<file path="src/rtl/regarb_pkg.sv">
// +--------------------------------------------------------------------------+
// | regarb_pkg : shared widths and request/stage types for the write arbiter |
// | Revision   : 1.0                                                         |
// +--------------------------------------------------------------------------+
`default_nettype none

package regarb_pkg;

  localparam int REGARB_NUM_REGS = 32;
  localparam int REGARB_IDX_W    = $clog2(REGARB_NUM_REGS);
  localparam int REGARB_DATA_W   = 32;

  typedef struct packed {
    logic [REGARB_IDX_W-1:0]  idx;
    logic [REGARB_DATA_W-1:0] data;
  } wr_req_t;

  typedef struct packed {
    logic                     valid;
    logic [REGARB_IDX_W-1:0]  idx;
    logic [REGARB_DATA_W-1:0] data;
  } wr_stage_t;

endpackage : regarb_pkg

`default_nettype wire

</file>
<file path="src/rtl/regarb_picker.sv">
// +--------------------------------------------------------------------------+
// | regarb_picker : 2-way one-hot grant; REGARB_ROUND_ROBIN_EN selects        |
// |                 round-robin, otherwise fixed priority to requester 0     |
// | Revision      : 1.0                                                      |
// +--------------------------------------------------------------------------+
`default_nettype none

module regarb_picker (
  input  logic valid0,
  input  logic valid1,
  input  logic hold,
`ifdef REGARB_ROUND_ROBIN_EN
  input  logic last_grant,
`endif
  output logic grant0,
  output logic grant1
);

  always_comb begin
    grant0 = 1'b0;
    grant1 = 1'b0;
    if (!hold) begin
      if (valid0 && valid1) begin
`ifdef REGARB_ROUND_ROBIN_EN
        // last_grant=1 means requester 1 won most recently, so 0 goes next
        grant0 = last_grant;
        grant1 = ~last_grant;
`else
        grant0 = 1'b1;
`endif
      end else begin
        grant0 = valid0;
        grant1 = valid1;
      end
    end
  end

endmodule : regarb_picker

`default_nettype wire

</file>
<file path="src/rtl/regfile_write_arbiter.sv">
// +--------------------------------------------------------------------------+
// | regfile_write_arbiter : shares the register file write port between two  |
// |   writeback sources via a one-deep write stage with read bypass.         |
// |   Optional macro: REGARB_ROUND_ROBIN_EN (round-robin conflict grant).    |
// | Revision : 1.0                                                           |
// +--------------------------------------------------------------------------+
`default_nettype none

module regfile_write_arbiter
  import regarb_pkg::*;
#(
  parameter  int NUM_REGS = REGARB_NUM_REGS,
  parameter  int DATA_W   = REGARB_DATA_W,
  localparam int IDX_W    = $clog2(NUM_REGS)
) (
  input  logic                clk,
  input  logic                rst_n,
  input  logic                req0_valid,
  input  logic [IDX_W-1:0]    req0_idx,
  input  logic [DATA_W-1:0]   req0_data,
  output logic                req0_ready,
  input  logic                req1_valid,
  input  logic [IDX_W-1:0]    req1_idx,
  input  logic [DATA_W-1:0]   req1_data,
  output logic                req1_ready,
  input  logic                hold,
  output logic [IDX_W-1:0]    select_w,
  output logic [DATA_W-1:0]   data_write,
  output logic                write,
  input  logic [IDX_W-1:0]    rd_sel_a,
  input  logic [IDX_W-1:0]    rd_sel_b,
  input  logic [DATA_W-1:0]   rf_data_a,
  input  logic [DATA_W-1:0]   rf_data_b,
  output logic [DATA_W-1:0]   byp_data_a,
  output logic [DATA_W-1:0]   byp_data_b,
  output logic [NUM_REGS-1:0] pending_mask
);

  wr_req_t   req0;
  wr_req_t   req1;
  wr_req_t   req_sel;
  wr_stage_t stage;
  logic      grant0;
  logic      grant1;
  logic      block;
  logic      xfer;

  assign req0  = '{idx: req0_idx, data: req0_data};
  assign req1  = '{idx: req1_idx, data: req1_data};

  // Grants must vanish the instant reset asserts, not at the next edge
  assign block = hold | ~rst_n;

`ifdef REGARB_ROUND_ROBIN_EN
  logic last_grant;

  always_ff @(posedge clk or negedge rst_n) begin
    if (!rst_n) begin
      last_grant <= 1'b1;
    end else if (xfer) begin
      last_grant <= grant1;
    end
  end

  regarb_picker u_picker (
    .valid0     (req0_valid),
    .valid1     (req1_valid),
    .hold       (block),
    .last_grant (last_grant),
    .grant0     (grant0),
    .grant1     (grant1)
  );
`else
  regarb_picker u_picker (
    .valid0 (req0_valid),
    .valid1 (req1_valid),
    .hold   (block),
    .grant0 (grant0),
    .grant1 (grant1)
  );
`endif

  assign req0_ready = grant0;
  assign req1_ready = grant1;
  assign xfer       = (req0_valid & grant0) | (req1_valid & grant1);
  assign req_sel    = grant1 ? req1 : req0;

  // The stage drains every cycle; only the valid bit tracks occupancy
  always_ff @(posedge clk or negedge rst_n) begin
    if (!rst_n) begin
      stage <= '0;
    end else begin
      stage.valid <= xfer;
      if (xfer) begin
        stage.idx  <= req_sel.idx;
        stage.data <= req_sel.data;
      end
    end
  end

  assign write      = stage.valid;
  assign select_w   = stage.idx;
  assign data_write = stage.data;

  assign byp_data_a = (stage.valid && (rd_sel_a == stage.idx)) ? stage.data : rf_data_a;
  assign byp_data_b = (stage.valid && (rd_sel_b == stage.idx)) ? stage.data : rf_data_b;

  always_comb begin
    pending_mask = '0;
    if (stage.valid) begin
      pending_mask[stage.idx] = 1'b1;
    end
  end

endmodule : regfile_write_arbiter

`default_nettype wire

</file>
<file path="config.mk">
export PLATFORM = sky130hd
export DESIGN_NAME = regfile_write_arbiter
export DESIGN_NICKNAME = d
export VERILOG_FILES = /design/src/rtl/regarb_pkg.sv /design/src/rtl/regarb_picker.sv /design/src/rtl/regfile_write_arbiter.sv
export SDC_FILE = /design/constraint.sdc
export NUM_CORES = 1
export LEC_CHECK = 0
export BUFFER_PORTS_ARGS = -buffer_cell sky130_fd_sc_hd__buf_2
export CORE_AREA = 8 8 106 108
export DETAILED_ROUTE_END_ITERATION = 10
export DIE_AREA = 0 0 114 116
export PLACE_DENSITY = 0.74
export SLEW_MARGIN = 20
export SYNTH_ARGS = -nofsm -noshare
export SYNTH_HDL_FRONTEND = slang
export SYNTH_SLANG_ARGS = --single-unit
</file>
<file path="constraint.sdc">
create_clock -name clk -period 2 [get_ports clk]
set_clock_uncertainty 0.15 [all_clocks]
set_input_delay 0.1 -clock clk [delete_from_list [all_inputs] [get_ports clk]]
set_output_delay 0.1 -clock clk [all_outputs]
set_load 0.01 [all_outputs]
</file>
==> results of run 1 <==
[worst max-delay path by stage]
stage                      from              to  slack [ns]  cells after the start
floorplan           select_w[0]  byp_data_b[10]        0.06                      7
global placement    select_w[2]  byp_data_a[25]       -0.08                      6
detailed placement  select_w[2]  byp_data_a[10]       -0.21                      6
CTS                 select_w[2]   byp_data_a[5]       -0.45                      6
global route        select_w[2]   byp_data_a[1]       -0.52                      6
finish              select_w[2]   byp_data_a[1]       -0.43                      6
[cell families after synthesis]
kind of cell              after synthesis
muxes                                  64
and+or+nand+nor                       126
xor gates and xnor gates               10
buffers and inverters                  27
AOI/OAI and AO/OA                      38
DFF                                    38
[area by class of cell]
cell class | instances | share of cell area, %
sequential | 38 | 16.93
multi-input combinational | 239 | 33.64
clock buffer | 7 | 1.537
timing repair buffer | 378 | 44.73
tap | 133 | 2.963
antenna | 1 | 0.04455
clock inverter | 1 | 0.08911
inverter | 1 | 0.06683
[placed cells by master (no fill, tap or decap), drive strengths merged, types with 3 or more instances in the layout]
master / n
mux2: 64
dlygate4sd3: 75
a22oi: 37
xor2: 8
nand3b: 5
buf: 303
nor2: 33
nand2: 75
clkbuf: 7
dfrtp: 38
or3b: 3
[report_power, final]
group / total (mW) / leakage, nW / switching (mW) / internal, mW
logic: 1.29 / 2.54 / 0.550 / 0.740
clock network: 0.545 / 0.0482 / 0.267 / 0.278
registers: 1.05 / 0.474 / 0.156 / 0.892
[timing repair]
action                                  4_1_cts  5_1_grt
hold buffers                                 75        0
endpoints found under the hold margin        75        0
setup buffers                                 0        1
pin swaps                                     2        3
resized for setup                            20       36
cloned                                        1        1
endpoints found under the setup margin       72       68
[routing by layer]
metal | vias up | global-route usage, % | wire (um)
li1 | 1765 | - | -
met1 | 1845 | 20.36 | 5401
met2 | 220 | 38.17 | 7969
met3 | 26 | 5.732 | 1293
met4 | 0 | 6.921 | 235
met5 | - | 0 | 0
[registers in the layout, summed over array words and instances (netlist names)]
signal      cells
data_write     32
write           1
select_w        5
[metrics by stage]
stage | power, mW | hold WS (ns)
2_1_floorplan | 1.497 | -0.3456
3_3_place_gp | 1.966 | 0.09845
3_5_place_dp | 1.999 | 0.08433
4_1_cts | 2.823 | 0.2066
5_1_grt | 3.059 | 0.3111
6_report | 2.884 | 0.2833
[worst reg2reg max path: cells and delay by family, from the launching register on]
kind | cells | cell delay (ns)
buffers and inverters | 3 | 0.88
flip-flops | 1 | 0.42
AND/OR/NAND/NOR | 1 | 0.09
AO/OA/AOI/OAI | 1 | 0.18
==> metrics.csv, run 1 <==
metric;value;unit
drive_gt1_share;57.08;%
final_cells;798;
finalCritPeriodShare;121.3;%
yosys.area_share.simple;18.40;%
dieArea;13220;um^2
cp_cell_sequence;xor2_1, nor4_2, and3_4, buf_12, mux2_1, buf_2;
crit_required;1.75;ns
synth_edf_count;0;
placed_cells;711;
clkTransAtPathRegs;0.08;ns
synth_xor_area_share;3.030;%
fill_cells;836;
synth_compound_area_share;9.784;%
place_area;4472;um^2
drv_cap;0;
muxShareOfSynthArea;28.83;%
yosysUniqueCellTypes;26;
synth_adder_area_share;0;%
max_freq;412.2;MHz
final_nets;816;
worst_slack;-0.4263;ns
slowest_delay;0.42;ns
crit_fanout;16;
vdd_drop_max;269.6;uV
wl_per_cell;18.67;um
rows;36;
drv_slew;0;
gp_congestion;0.9091;
antenna_found_initial;0;
finalSetupViolCount;64;
hp-class;in -> async;
cp_slowest_cell;dfrtp_1;
ys_async_sr_fraction;100.0;%
utilization;58.82;%
regToRegStartpoint;select_w[2];
r2r_cells;5;
yosysSeqAreaShare;32.90;%
synth_ff_type;dfrtp_1;
drcViolationCount;0;
root_buffer;clkbuf_8;
regArea;950.9;um^2
ys_top_cells_by_count;nand2_1, dfrtp_1, a22oi_1, nor2_1;
synth_area;2890;um^2
drt_iter0_markers;231;
start_kind;flip-flop;
violations;setup timing;
die_y;116;um
grt_overflow;0;
clk_latency;0.27;ns
rsz0062_at_grt;true;
port_buffers;288;
power.density;513.4;nW/um^2
r2r_setup_slack;0.15;ns
clock-sinks;38;
io_pins;289;
critPathBufInv;2;
worst_r2r_endpoint;select_w[2];
ys_ff_latch;38;
path_delay_family;simple AND/OR/NAND/NOR gates;
firstDrtPassIters;5;
synth_top_area_cell;dfrtp_1;
areaGrowthSynthToFinish;94.33;%
grt_max_degree;39;
tns;-24.00;ns
cts_inserted_buffers;5;
path_class;reg -> out;
grt_pass1_vias;4198;
post-place-ws;-0.2063;ns
routed_wl;14.90;mm
worst_pin_slew;1.072;ns
p_leak;3.067;nW
yosys-top-cells-area;dfrtp_1, mux2_4, mux2_1, nand2_1, a22oi_1;
cts_tree;done;
synth_top_family_by_area;multiplexers;
cts_max_level;2;
syn_area_per_cell;9.539;um^2
viasPerCell;4.832;
num_vias;3856;
max_slew_margin;28.50;%
ys.warnings.count;0;
finalCriticalPeriod;2.426;ns
grt_use_total;20.00;%
synth_most_common_cell;nand2_1;
cp-end-kind;primary output;
hpwl;10.30;mm
die_x;114;um
netlist.area_leader.share;32.90;%
core;9549;um^2
final_cell_area;5617;um^2
worstPathArrival;2.18;ns
hold_violations;0;
ant_nets;0;
synth_fp_nets;456;
outcome;finished, violations left;
synthCells;303;
initial_core_util;30.27;%
clock_path_buffers;2;
grt_pass1_wl;21.44;mm
multiInputGateArea;1889;um^2
No activity file was read; power rests on OpenSTA's default activity.
==> run 2: changes to the inputs <==
- PLACE_DENSITY: 0.74 -> not set
- PLACE_DENSITY_LB_ADDON: not set -> 0.1
- SYNTH_HIERARCHICAL: not set -> 1
==> run 2 against run 1 <==
Against the previous run:
- final cell count is 0.63% lower
- clock power decreased by 3%
- wire length shrank 8.0%
- critical path depth unchanged
- largest power group unchanged
- design area increased by 3.9%
- die area is the same
- the flow still finishes with violations (setup timing)
==> metrics.csv, run 2 <==
metric;value;unit;change
outcome;finished, violations left;;
violations;setup timing;;
ys_top_cells_by_count;dfrtp_1, nand2_1, mux2i_1, o21ai_0, nor2_1;;
finalCriticalPeriod;2.359;ns;-0.06725 ns
ys_ff_latch;38;;unchanged
synth_ff_type;dfrtp_1;;
areaGrowthSynthToFinish;92.01;%;
worstPathArrival;2.11;ns;-0.07 ns
final_cell_mix;buf_2, dlygate4sd3_1, buf_6;;
die_x;114;um;unchanged
hp-class;in -> reg;;
netlist.area_leader.share;31.29;%;-1.6 points
max_freq;423.9;MHz;+2.9%
drive_gt1_share;57.51;%;+0.43 points
cts_tree;done;;
final_cell_area;5836;um^2;+3.9%
power;2.878;mW;-0.19%
clk_latency;0.28;ns;about the same
cp-end-kind;primary output;;
cp_cell_sequence;xor2_1, nor4_1, and3_4, clkbuf_16, mux2_1, buf_2;;
ys.warnings.count;6;;+6
initial_core_util;31.83;%;+1.6 points
drcViolationCount;0;;unchanged
grt_max_degree;43;;+10%
final_cells;793;;-0.63%
root_buffer;clkbuf_8;;
grt_pass1_wl;19.89;mm;-7.2%
drv_cap;0;;unchanged
cts_max_level;2;;unchanged
clock_path_buffers;2;;unchanged
rsz0062_at_grt;true;;
rows;36;;unchanged
largest_register_ffs;32;;unchanged
yosysUniqueCellTypes;26;;unchanged
synthCells;303;;unchanged
routed_wl;13.71;mm;-8.0%
die_y;116;um;unchanged
worst_pin_slew;0.4827;ns;-0.5897 ns
clkTransAtPathRegs;0.07;ns;about the same
port_buffers;288;;unchanged
synth_area;3039;um^2;+5.2%
grt_pass1_vias;3934;;-6.3%
final_common_cell;buf_2;;
grt_overflow;0;;unchanged
finalCritPeriodShare;118.0;%;-3.4 points
drv_slew;0;;unchanged
hold_violations;0;;unchanged
yosysSeqAreaShare;31.29;%;-1.6 points
utilization;61.11;%;+2.3 points
synth_top_area_cell;dfrtp_1;;
final_nets;811;;-0.61%
finalSetupViolCount;64;;unchanged
wl_per_cell;17.28;um;-7.4%
grt_use_total;18.97;%;-1.0 points
core;9549;um^2;unchanged
clock-sinks;38;;unchanged
max_slew_margin;67.82;%;+39 points
p_leak;2.966;nW;-3.3%
path_class;reg -> out;;
dieArea;13220;um^2;unchanged
power.density;493.2;nW/um^2;-3.9%
hpwl;10.14;mm;-1.6%
gp_congestion;0.7839;;-14%
num_vias;3579;;-7.2%
firstDrtPassIters;4;;-1
crit_required;1.75;ns;about the same
crit_fanout;10;;-6
yosys-top-cells-area;dfrtp_1, mux2_4, mux2i_1, mux2_2, o21ai_0;;
tns;-18.64;ns;+5.358 ns
io_pins;289;;unchanged
ant_nets;0;;unchanged
cts_inserted_buffers;5;;unchanged
worst_slack;-0.3590;ns;+0.06725 ns
vdd_drop_max;314.2;uV;+17%
antenna_found_initial;2;;+2
synth_fp_nets;456;;unchanged
start_kind;flip-flop;;
drt_iter0_markers;112;;-52%
cp_slowest_cell;dfrtp_1;;
slowest_delay;0.41;ns;about the same
syn_area_per_cell;10.03;um^2;+5.2%
synth_edf_count;0;;unchanged
placed_cells;713;;+0.28%
place_area;4644;um^2;+3.9%
viasPerCell;4.513;;-6.6%
ys_async_sr_fraction;100.0;%;unchanged
[run 2: logic make-up after synthesis]
logic type | count (synthesis) | synth area share, %
flip-flops | 38 | 31.29
AO/OA/AOI/OAI | 38 | 6.340
buffers and inverters | 27 | 6.834
AND/OR/NAND/NOR | 89 | 13.05
XOR/XNOR | 10 | 2.882
multiplexers | 101 | 39.60
[run 2: cell type report]
cell class / count / area (um^2)
fillers: 831 / 3714
repair buffers: 374 / 2659
multi-input cells: 238 / 1962
flip-flops and latches: 38 / 950.9
well taps: 133 / 166.4
clock buffers: 7 / 86.33
clock inverters: 1 / 5.005
inverters: 1 / 3.754
diodes: 1 / 2.502
[run 2: final timing paths]
| kind | startpoint | end | slack, ns | cells past startpoint |
|---|---|---|---|---|
| worst max-delay path | select_w[0] | byp_data_a[10] | -0.36 | 6 |
| worst min-delay path | req0_idx[3] | select_w[3] | 0.01 | 3 |
| worst max register to register | select_w[3] | select_w[3] | 0.92 | 4 |
| worst min register to register | data_write[25] | data_write[25] | 0.39 | 2 |
| max in group asynchronous | rst_n | write | 1.05 | 3 |
| min in group asynchronous | rst_n | data_write[20] | 0.31 | 3 |
[run 2: power breakdown]
part           total (mW)  internal, mW  switching [mW]
combinational        1.23         0.680           0.552
sequential           1.12         0.929           0.187
clock               0.530         0.278           0.252
[run 2: critical path: cells and delay by family, from the launching register on]
family | cells | cell delay, ns
buffers and inverters | 2 | 0.34
AND/OR/NAND/NOR | 2 | 0.57
multiplexers | 1 | 0.33
XOR/XNOR | 1 | 0.17
flip-flops | 1 | 0.41
[run 2: routing by layer]
layer / GRT usage, % / wire length, um
met3: 7.869 / 1335
met5: 0 / 13
met2: 36.87 / 7298
met4: 6.122 / 212
met1: 17.49 / 4845
[run 2: through the flow]
stage          worst slack [ns]  hold slack [ns]
2_1_floorplan           0.04835          -0.3456
3_3_place_gp           -0.01715          0.09116
3_5_place_dp           -0.06649           0.1013
4_1_cts                 -0.3584         0.004218
5_1_grt                 -0.4874          0.01841
6_report                -0.3590         0.009551
[run 2: what timing repair did]
item,4_1_cts,5_1_grt
pin swaps,1,4
resized for setup,51,17
gates cloned,0,1
setup endpoints to repair,64,74
hold buffers,69,0
buffers inserted,1,0
hold endpoints to repair,72,0
==> run 3: changes to the inputs <==
- BUFFER_PORTS_ARGS: -buffer_cell sky130_fd_sc_hd__buf_2 -> -buffer_cell sky130_fd_sc_hd__buf_4
- CORE_AREA: 8 8 106 108 -> 8 8 107 109
- DIE_AREA: 0 0 114 116 -> 0 0 115 117
- clock period: 2 -> 1.95 ns (I/O delays scaled with it)
==> run 3 against run 2 <==
Against the previous run:
- the flow still finishes with violations (setup timing)
- final cell count grew 1.4%
- utilization grew 6.0 points
- total power grew 9.8%
- clock power shrank 5.7%
- sequential power is essentially flat
- highest routed layer is now met4
- sequential share of layout area shrank 2.0 points
==> metrics.csv, run 3 (same netlist as run 2, synthesis figures left out) <==
metric;value;unit;change
firstDrtPassIters;4;;unchanged
port_buffers;288;;unchanged
pwr-share-seq;36.4;%;-2.4 points
rows;37;;+2.8%
clkTransAtPathRegs;0.07;ns;about the same
cts_max_level;2;;unchanged
regArea;950.9;um^2;unchanged
antenna_cells;0;;-1
finalSetupViolCount;64;;unchanged
initial_core_util;30.68;%;-1.1 points
cts_inserted_buffers;5;;unchanged
gp_congestion;0.8186;;+4.4%
final_nets;821;;+1.2%
areaGrowthSynthToFinish;118.6;%;
crit_fanout;14;;+4
path_class;reg -> out;;
intPower;2.102;mW;+11%
utilization;67.07;%;+6.0 points
drv_cap;0;;unchanged
holdWs;0.01740;ns;+0.007851 ns
ant_nets;0;;unchanged
violations;setup timing;;
grt_overflow;0;;unchanged
root_buffer;clkbuf_8;;
hold_violations;0;;unchanged
grt_pass1_wl;20.92;mm;+5.2%
swShare;33.46;%;-0.98 points
clkPwrFrac;15.8;%;-2.6 points
cts_tree;done;;
r2r_setup_slack;0.75;ns;-0.17 ns
clk_latency;0.29;ns;about the same
worst_slack;-0.4633;ns;-0.1042 ns
final_cell_mix;buf_4, dlygate4sd3_1, mux2_4;;
finalCritPeriodShare;123.8;%;
tns;-26.96;ns;-8.317 ns
vdd_drop_max;256.2;uV;-18%
power.density;475.5;nW/um^2;-3.6%
grt_max_degree;53;;+23%
crit_required;1.70;ns;-0.05 ns
p_switching;1.057;mW;+6.6%
routed_wl;14.66;mm;+6.9%
dieArea;13460;um^2;+1.7%
core;9907;um^2;+3.7%
final_common_cell;buf_4;;
viasPerCell;4.608;;+2.1%
grt_use_total;19.83;%;+0.86 points
antenna_found_initial;0;;-2
multiInputGateArea;2021;um^2;+3.0%
drv_slew;0;;unchanged
drcViolationCount;0;;unchanged
worst_pin_slew;0.4954;ns;+0.01272 ns
num_vias;3705;;+3.5%
combPwrFrac;47.8;%;+5.0 points
io_pins;289;;unchanged
hpwl;10.65;mm;+5.1%
start_kind;flip-flop;;
grt_pass1_vias;4033;;+2.5%
rsz0062_at_grt;true;;
clock_path_buffers;2;;unchanged
die_x;115;um;+0.88%
drive_gt1_share;59.58;%;+2.1 points
outcome;finished, violations left;;
largest_register_ffs;32;;unchanged
drt_iter0_markers;92;;-18%
p_leak;3.198;nW;+7.8%
hp-class;in -> reg;;
max_freq;414.4;MHz;
clock-sinks;38;;unchanged
max_slew_margin;66.97;%;-0.85 points
cp-end-kind;primary output;;
finalCriticalPeriod;2.413;ns;
fill_cells;789;;-5.1%
wl_per_cell;18.23;um;+5.5%
post-place-ws;-0.1636;ns;-0.09709 ns
worstPathArrival;2.17;ns;+0.06 ns
die_y;117;um;+0.86%
run 3: changes by cell type in the layout (fill, tap and decap cells not counted), sizes merged:
| cell | previous run | this run |
|---|---|---|
| buf | 304 | 312 |
| diode | 1 | 0 |
| dlygate4sd3 | 69 | 71 |
| clkinv | 1 | 0 |
run 3: layout make-up:
type,count,share of cell area [%]
Clock buffer,7,1.149
Multi-Input combinational cell,238,30.41
Inverter,1,0.05649
Sequential cell,38,14.31
Tap cell,136,2.561
Timing Repair Buffer,384,51.52
run 3: power by group through the flow:
stage	combinational, mW	sequential [mW]	clock (mW)
2_1_floorplan	0.466	1.18	0
3_3_place_gp	1.26	1.16	0
3_5_place_dp	1.28	1.16	0
4_1_cts	1.45	1.15	0.522
5_1_grt	1.63	1.18	0.556
6_report	1.51	1.15	0.500
run 3: metal layers:
metal | vias up | GRT usage [%] | part of all wire, %
met3 | 7 | 7.901 | 10
li1 | 1778 | - | -
met4 | 0 | 3.678 | 0.46
met1 | 1751 | 19.88 | 36
met2 | 169 | 38.00 | 53
met5 | - | 0 | 0
run 3: path summary, 6_finish.rpt:
| path | cells after the start | endpoint | start |
|---|---|---|---|
| setup / recovery | 7 | byp_data_b[16] | select_w[3] |
| hold / removal | 3 | select_w[0] | req0_idx[0] |
| setup reg to reg | 5 | select_w[3] | select_w[3] |
| hold reg to reg | 2 | data_write[2] | data_write[2] |
| max in group asynchronous | 3 | data_write[9] | rst_n |
| min in group asynchronous | 3 | data_write[20] | rst_n |
run 3: timing repair:
| item | in CTS | in global routing |
|---|---|---|
| hold buffers | 71 | 0 |
| buffers inserted | 5 | 3 |
| cloned | 3 | 1 |
| pin swaps | 4 | 9 |
| endpoints found under the hold margin | 73 | 0 |
| setup endpoints to repair | 71 | 102 |
| gates resized for setup | 36 | 53 |
run 3: per-stage QoR:
| step | total power, mW | instances | cell area (um^2) |
|---|---|---|---|
| floorplan | 1.647 | 303 | 3039 |
| global placement | 2.419 | 717 | 5389 |
| detailed placement | 2.442 | 717 | 5389 |
| CTS | 3.122 | 801 | 6401 |
| global route | 3.367 | 804 | 6645 |
| finish | 3.159 | 804 | 6645 |
run 3: worst max-delay path, stage by stage, from the launching register on:
cell and delay [ns]:
dfrtp_1 0.39, buf_4 0.15, xor2_1 0.14, nor4_1 0.28, and3_4 0.29, buf_12 0.18
mux2_4 0.31, buf_4 0.14
